### config.mk
export PLATFORM = sky130hd
export DESIGN_NAME = hazard_ctrl
export DESIGN_NICKNAME = d
export VERILOG_FILES = /design/src/rtl/hazard_pkg.sv /design/src/rtl/hazard_ctrl_mdu_seq.sv /design/src/rtl/hazard_ctrl.sv
export SDC_FILE = /design/constraint.sdc
export NUM_CORES = 1
export LEC_CHECK = 0
export ABC_CLOCK_PERIOD_IN_PS = 2700
export CORE_AREA = 2 2 60 62
export DETAILED_ROUTE_END_ITERATION = 10
export DIE_AREA = 0 0 62 64
export HOLD_SLACK_MARGIN = 0.15
export PLACE_DENSITY_LB_ADDON = 0.05
export SYNTH_ARGS = -nofsm -noshare
export SYNTH_HDL_FRONTEND = slang
export SYNTH_SLANG_ARGS = --single-unit
### constraint.sdc
create_clock -name clk -period 2.7 [get_ports clk]
set_clock_uncertainty 0.05 [all_clocks]
set_input_delay 0.54 -clock clk [delete_from_list [all_inputs] [get_ports clk]]
set_output_delay 0.54 -clock clk [all_outputs]
set_load 0.01 [all_outputs]
### src/rtl/hazard_pkg.sv
// Shared definitions for the pipeline hazard controller: forwarding selects,
// MDU sequencer state encoding and counter width.
package hazard_pkg;

    localparam int CNT_W = 6;

    localparam logic [1:0] FWD_RF  = 2'b00;
    localparam logic [1:0] FWD_WB  = 2'b01;
    localparam logic [1:0] FWD_MEM = 2'b10;

    typedef enum logic [1:0] {
        MDU_IDLE = 2'b00,
        MDU_BUSY = 2'b01,
        MDU_DONE = 2'b10
    } mdu_state_e;

    // MEM beats WB; r0 is hardwired zero and never forwarded.
    function automatic logic [1:0] fwd_sel(
        input logic [4:0] src,
        input logic       mem_wr,
        input logic [4:0] mem_reg,
        input logic       wb_wr,
        input logic [4:0] wb_reg
    );
        logic [1:0] sel;
        sel = FWD_RF;
        if (mem_wr && (mem_reg != 5'd0) && (mem_reg == src)) begin
            sel = FWD_MEM;
        end else if (wb_wr && (wb_reg != 5'd0) && (wb_reg == src)) begin
            sel = FWD_WB;
        end
        return sel;
    endfunction

endpackage

### src/rtl/hazard_ctrl_mdu_seq.sv
// Multiply/divide unit sequencer: tracks one in-flight MDU operation with a
// down-counter and pulses done for one cycle when HI/LO become valid.
//
// state    | meaning
// ---------+--------------------------------------------------------------
// MDU_IDLE | no operation in flight, HI/LO stable
// MDU_BUSY | operation running, counter holds remaining cycles minus one
// MDU_DONE | HI/LO valid this cycle; a new start may be accepted here
module mdu_seq
    import hazard_pkg::*;
#(
    parameter int MUL_LAT = 4,
    parameter int DIV_LAT = 32
) (
    input  logic clk,
    input  logic reset,
    input  logic start,
    input  logic is_div,
    output logic busy,
    output logic done
);

    localparam logic [CNT_W-1:0] MUL_LOAD = CNT_W'(MUL_LAT - 1);
    localparam logic [CNT_W-1:0] DIV_LOAD = CNT_W'(DIV_LAT - 1);

    mdu_state_e       state_q, state_d;
    logic [CNT_W-1:0] cnt_q, cnt_d;

    always_ff @(posedge clk) begin
        if (reset) begin
            state_q <= MDU_IDLE;
            cnt_q   <= '0;
        end else begin
            state_q <= state_d;
            cnt_q   <= cnt_d;
        end
    end

    always_comb begin
        state_d = state_q;
        cnt_d   = cnt_q;
        unique case (state_q)
            MDU_IDLE, MDU_DONE: begin
                if (start) begin
                    state_d = MDU_BUSY;
                    cnt_d   = is_div ? DIV_LOAD : MUL_LOAD;
                end else begin
                    state_d = MDU_IDLE;
                end
            end
            MDU_BUSY: begin
                if (cnt_q == '0) begin
                    state_d = MDU_DONE;
                end else begin
                    cnt_d = cnt_q - 1'b1;
                end
            end
            default: begin
                state_d = MDU_IDLE;
                cnt_d   = '0;
            end
        endcase
    end

    assign busy = (state_q == MDU_BUSY);
    assign done = (state_q == MDU_DONE);

endmodule

### src/rtl/hazard_ctrl.sv
// Hazard and sequencing controller for the 5-stage MIPS pipeline: EX operand
// forwarding, load-use and MDU interlocks, branch flush and MDU scheduling.
module hazard_ctrl
    import hazard_pkg::*;
#(
    parameter int MUL_LAT = 4,
    parameter int DIV_LAT = 32
) (
    input  logic       clk,
    input  logic       reset,
    input  logic       valid_id_i,
    input  logic [4:0] rs_id_i,
    input  logic [4:0] rt_id_i,
    input  logic       mdu_start_id_i,
    input  logic       mdu_is_div_id_i,
    input  logic       mfhilo_id_i,
    input  logic       valid_ex_i,
    input  logic [4:0] rs_ex_i,
    input  logic [4:0] rt_ex_i,
    input  logic [4:0] wr_reg_ex_i,
    input  logic       reg_wr_ex_i,
    input  logic       mem_to_reg_ex_i,
    input  logic       valid_mem_i,
    input  logic       reg_wr_mem_i,
    input  logic [4:0] wr_reg_mem_i,
    input  logic       valid_wb_i,
    input  logic       reg_wr_wb_i,
    input  logic [4:0] wr_reg_wb_i,
    input  logic       branch_taken_ex_i,
    output logic       stall_if_o,
    output logic       stall_id_o,
    output logic       clr_id_o,
    output logic       clr_ex_o,
    output logic [1:0] fwd_a_o,
    output logic [1:0] fwd_b_o,
    output logic       mdu_busy_o,
    output logic       mdu_done_o
);

    logic load_use;
    logic mdu_haz;
    logic stall;
    logic mdu_start;
    logic mdu_busy;
    logic mdu_done;
    logic mem_wr;
    logic wb_wr;
    logic unused_reg_wr_ex;

    // A load always writes its destination, so only mem_to_reg matters here.
    assign unused_reg_wr_ex = reg_wr_ex_i;

    assign mem_wr = valid_mem_i & reg_wr_mem_i;
    assign wb_wr  = valid_wb_i & reg_wr_wb_i;

    assign load_use = valid_id_i & valid_ex_i & mem_to_reg_ex_i
                    & (wr_reg_ex_i != 5'd0)
                    & ((wr_reg_ex_i == rs_id_i) | (wr_reg_ex_i == rt_id_i));

    assign mdu_haz = valid_id_i & (mdu_start_id_i | mfhilo_id_i) & mdu_busy;

    assign stall = load_use | mdu_haz;

    // An MDU op squashed by a taken branch must not start.
    assign mdu_start = valid_id_i & mdu_start_id_i & ~stall & ~branch_taken_ex_i;

    mdu_seq #(
        .MUL_LAT(MUL_LAT),
        .DIV_LAT(DIV_LAT)
    ) u_mdu_seq (
        .clk   (clk),
        .reset (reset),
        .start (mdu_start),
        .is_div(mdu_is_div_id_i),
        .busy  (mdu_busy),
        .done  (mdu_done)
    );

    always_comb begin
        stall_if_o = stall;
        stall_id_o = stall;
        clr_id_o   = 1'b0;
        clr_ex_o   = stall;
        fwd_a_o    = fwd_sel(rs_ex_i, mem_wr, wr_reg_mem_i, wb_wr, wr_reg_wb_i);
        fwd_b_o    = fwd_sel(rt_ex_i, mem_wr, wr_reg_mem_i, wb_wr, wr_reg_wb_i);
        mdu_busy_o = mdu_busy;
        mdu_done_o = mdu_done;

        // Flush wins over stall: the stalled ID instruction is being discarded.
        if (branch_taken_ex_i) begin
            stall_if_o = 1'b0;
            stall_id_o = 1'b0;
            clr_id_o   = 1'b1;
            clr_ex_o   = 1'b1;
        end

        if (reset) begin
            stall_if_o = 1'b0;
            stall_id_o = 1'b0;
            clr_id_o   = 1'b1;
            clr_ex_o   = 1'b1;
            fwd_a_o    = FWD_RF;
            fwd_b_o    = FWD_RF;
            mdu_busy_o = 1'b0;
            mdu_done_o = 1'b0;
        end
    end

endmodule

==> results_dict.tcl <==
set metrics [dict create \
    stdcell_count 246 \
    startpoint_type "input pin" \
    numCtsBuffers 3 \
    h-tree-depth 1 \
    cts_tree "yes" \
    die_area_um2 3968 \
    holdBufCountCts 0 \
    finalSetupViolCount 0 \
    overflow 0 \
    setup_slack_ns 0.01130 \
    first_pass_iters 4 \
    place_congestion 0.8587 \
    synth_top_area_share 0.2034 \
    postCtsSetupRepairBufs 0 \
    hold_viol_final 0 \
    synth-compound-area-share 0.2219 \
    grt_pass1_wl_mm 5.016 \
    coreArea_um2 3284 \
    max_freq_ghz 0.3719 \
    dr_total_vias 1173 \
    antenna_cells 0 \
    cap_violations 0 \
    critPathCaptureType "output port" \
    holdPathStages 2 \
    worst-r2r-cell-count 7 \
    final.setup.tns_ns 0 \
    synthAdderAreaFrac 0.02642 \
    min-delay-start "u_mdu_seq.cnt_q[4]" \
    hpwl_mm 2.639 \
    path_class "input pin to output port" \
    vdd_drop_max_mv 0.1323 \
    crit_start "wr_reg_mem_i[2]" \
    grt_max_degree 12 \
    synthTopCellsByArea "xnor2_1 20%, dfxtp_1 17%, xor2_1 7.4%, nand3_1 3.7%, o32ai_1 3.7%" \
    clockBufferDepth 2 \
    drt_iter0_markers 41 \
    placed_cells 243 \
    drive_above_1_share 0.2200 \
    tightest_slew_ns 0.4320 \
    final_antenna_net_count 0 \
    via_per_inst 4.768 \
    whs_endpoint "u_mdu_seq.cnt_q[4]" \
    critPathArrivalTime_ns 2.10 \
    ys_seq_area_frac 0.1691 \
    maxSlewHeadroom 0.7120 \
    ioPinCount 59 \
    synth_top_cell_by_area "xnor2_1" \
    syn_inst 120 \
    final-seq-area_um2 160.2 \
    rrSetupSlack_ns 0.99 \
    antenna_found_initial 0 \
    hold_path.class "flip-flop to flip-flop" \
    drcViolationCount 0 \
    fin_crit_sh 0.9958 \
    power_density_nw_per_um2 262.4 \
    synth-seq-cells 8 \
    synth_cell_types 35 \
    die_w_um 62 \
    nets 253 \
    syn_area_per_cell_um2 7.893 \
    place_ws_ns -0.6357 \
    synth_top_family_by_area "XOR/XNOR gates" \
    totalWireLength_mm 3.142 \
    crit_fanout 2 \
    wl_per_cell_um 12.77 \
    required_ns 2.11 \
    yosys.area_share.simple 0.2602 \
    syn-num-nets 171 \
    syn_to_final_growth_pct 85.07 \
    clkSlewWorstSetupHoldPaths_ns 0.05 \
    cts_root_buffer "clkbuf_4" \
    clock-sinks 8 \
    row_count 21 \
    start_util 0.2884 \
    syn-cell-area_um2 947.2 \
    p_leak_nw 0.6842 \
    grtUsageTotal 0.1637 \
    multi_input_area_um2 767.0 \
    first_global_vias 1173 \
    clk_latency_ns 0.26 \
    synthXorXnorAreaFrac 0.2774 \
    muxShareOfSynthArea 0 \
    layout_min_cycle_time_ns 2.689 \
    r2r_end "u_mdu_seq.cnt_q[4]" \
    die_h_um 64 \
    drv_slew 0 \
    io_buffers 57 \
    fillers 323 \
    outcome "finished clean" \
    timing.rr.start "u_mdu_seq.cnt_q[0]" \
    ys_warn_count 0 \
]
## power breakdown
group          total, mW  leakage, nW  switching, mW  internal, mW
logic              0.235        0.605         0.0921         0.143
registers          0.132       0.0651        0.00736         0.124
clock network     0.0936       0.0138         0.0426        0.0510
total              0.460        0.684          0.142         0.318
## Yosys cell counts (all sizes together)
master	instances
nand2b	2
and3	1
a21o	2
o32ai	4
clkbuf	3
or4	2
o211ai	2
dfxtp	8
nand2	2
and2	4
nor2	8
o21a	1
o21ai	4
a221oi	2
or2	1
o2111a	1
xor2	8
nand3b	2
a31oi	3
or3	2
nor3	4
a21oi	5
o22ai	1
a22o	1
nand4	2
nand3	7
o41ai	1
inv	6
xnor2	22
nor4	5
nor2b	1
buf	1
ha	2
## cell usage in the layout (no fill, tap or decap), types with 2 or more instances in the layout
cell type         n
a221oi_2          2
ha_1              2
a31oi_1           3
buf_4            24
and2_1            3
inv_1             6
o21ai_0           4
nor2_1            8
clkbuf_4          3
clkbuf_2          4
nor4_2            2
xor2_1            8
nand2b_1          2
o211ai_1          2
a21o_1            2
nor4_1            3
xnor2_1          22
nand3_1           7
nand2_1           2
nor3_1            4
clkdlybuf4s15_1   2
dlygate4sd2_1     4
a21oi_1           4
nand3b_1          2
dfxtp_1           8
o32ai_1           4
or3_4             2
or4_1             2
nand4_1           2
clkdlybuf4s50_1  45
## flip-flops by register name, summed over array words and instances, names as in the netlist
register,flops
u_mdu_seq.cnt_q,6
u_mdu_seq.state_q,2
## worst max-delay path, cell delays in order
cell and delay [ns]:
dlygate4sd2_1 0.24, or4_1 0.50, o211ai_1 0.31, nor4_2 0.08
nor4_1 0.23, clkbuf_2 0.19
## final cells by class
cell class                      instances  share of cell area
Multi-Input combinational cell        102              0.4375
Tap cell                               46             0.03283
Timing Repair Buffer                   81              0.4126
Inverter                                6             0.01285
Sequential cell                         8             0.09136
Clock buffer                            3             0.01285
## routing by layer
layer | GRT usage | vias to the layer above | part of all wire
li1 | - | 604 | -
met1 | 0.1998 | 516 | 0.41
met2 | 0.2799 | 51 | 0.51
met3 | 0.03846 | 2 | 0.075
met4 | 0.03989 | 0 | 0.0032
met5 | 0 | - | 0
## metrics by stage
stage | power, mW | area, um2 | hold WS (ns) | utilization
floorplan | 0.2336 | 947.2 | 0.4455 | -
global placement | 0.3664 | 1735 | 0.4772 | 0.5284
detailed placement | 0.3669 | 1735 | 0.4746 | 0.5284
CTS | 0.4627 | 1748 | 0.4858 | 0.5322
global route | 0.4936 | 1753 | 0.5191 | 0.5337
finish | 0.4600 | 1753 | 0.4860 | 0.5337
## how the worst max path moves through the flow
stage,to
2_1_floorplan,fwd_a_o[0]
3_3_place_gp,fwd_a_o[0]
3_5_place_dp,fwd_a_o[0]
4_1_cts,fwd_a_o[0]
5_1_grt,fwd_a_o[0]
6_report,fwd_a_o[0]
## what timing repair did
item                                    in CTS  in global routing
pin swaps                                    5                  8
gates resized for setup                     17                 14
endpoints found under the setup margin       7                  7
## kinds of logic after synthesis
kind of cell,after synthesis
buf+inv,10
flops,8
xor+xnor,30
fa+ha+maj,2
compound gates,27
simple gates,43
Note: power is estimated with default switching activity, not from simulation.
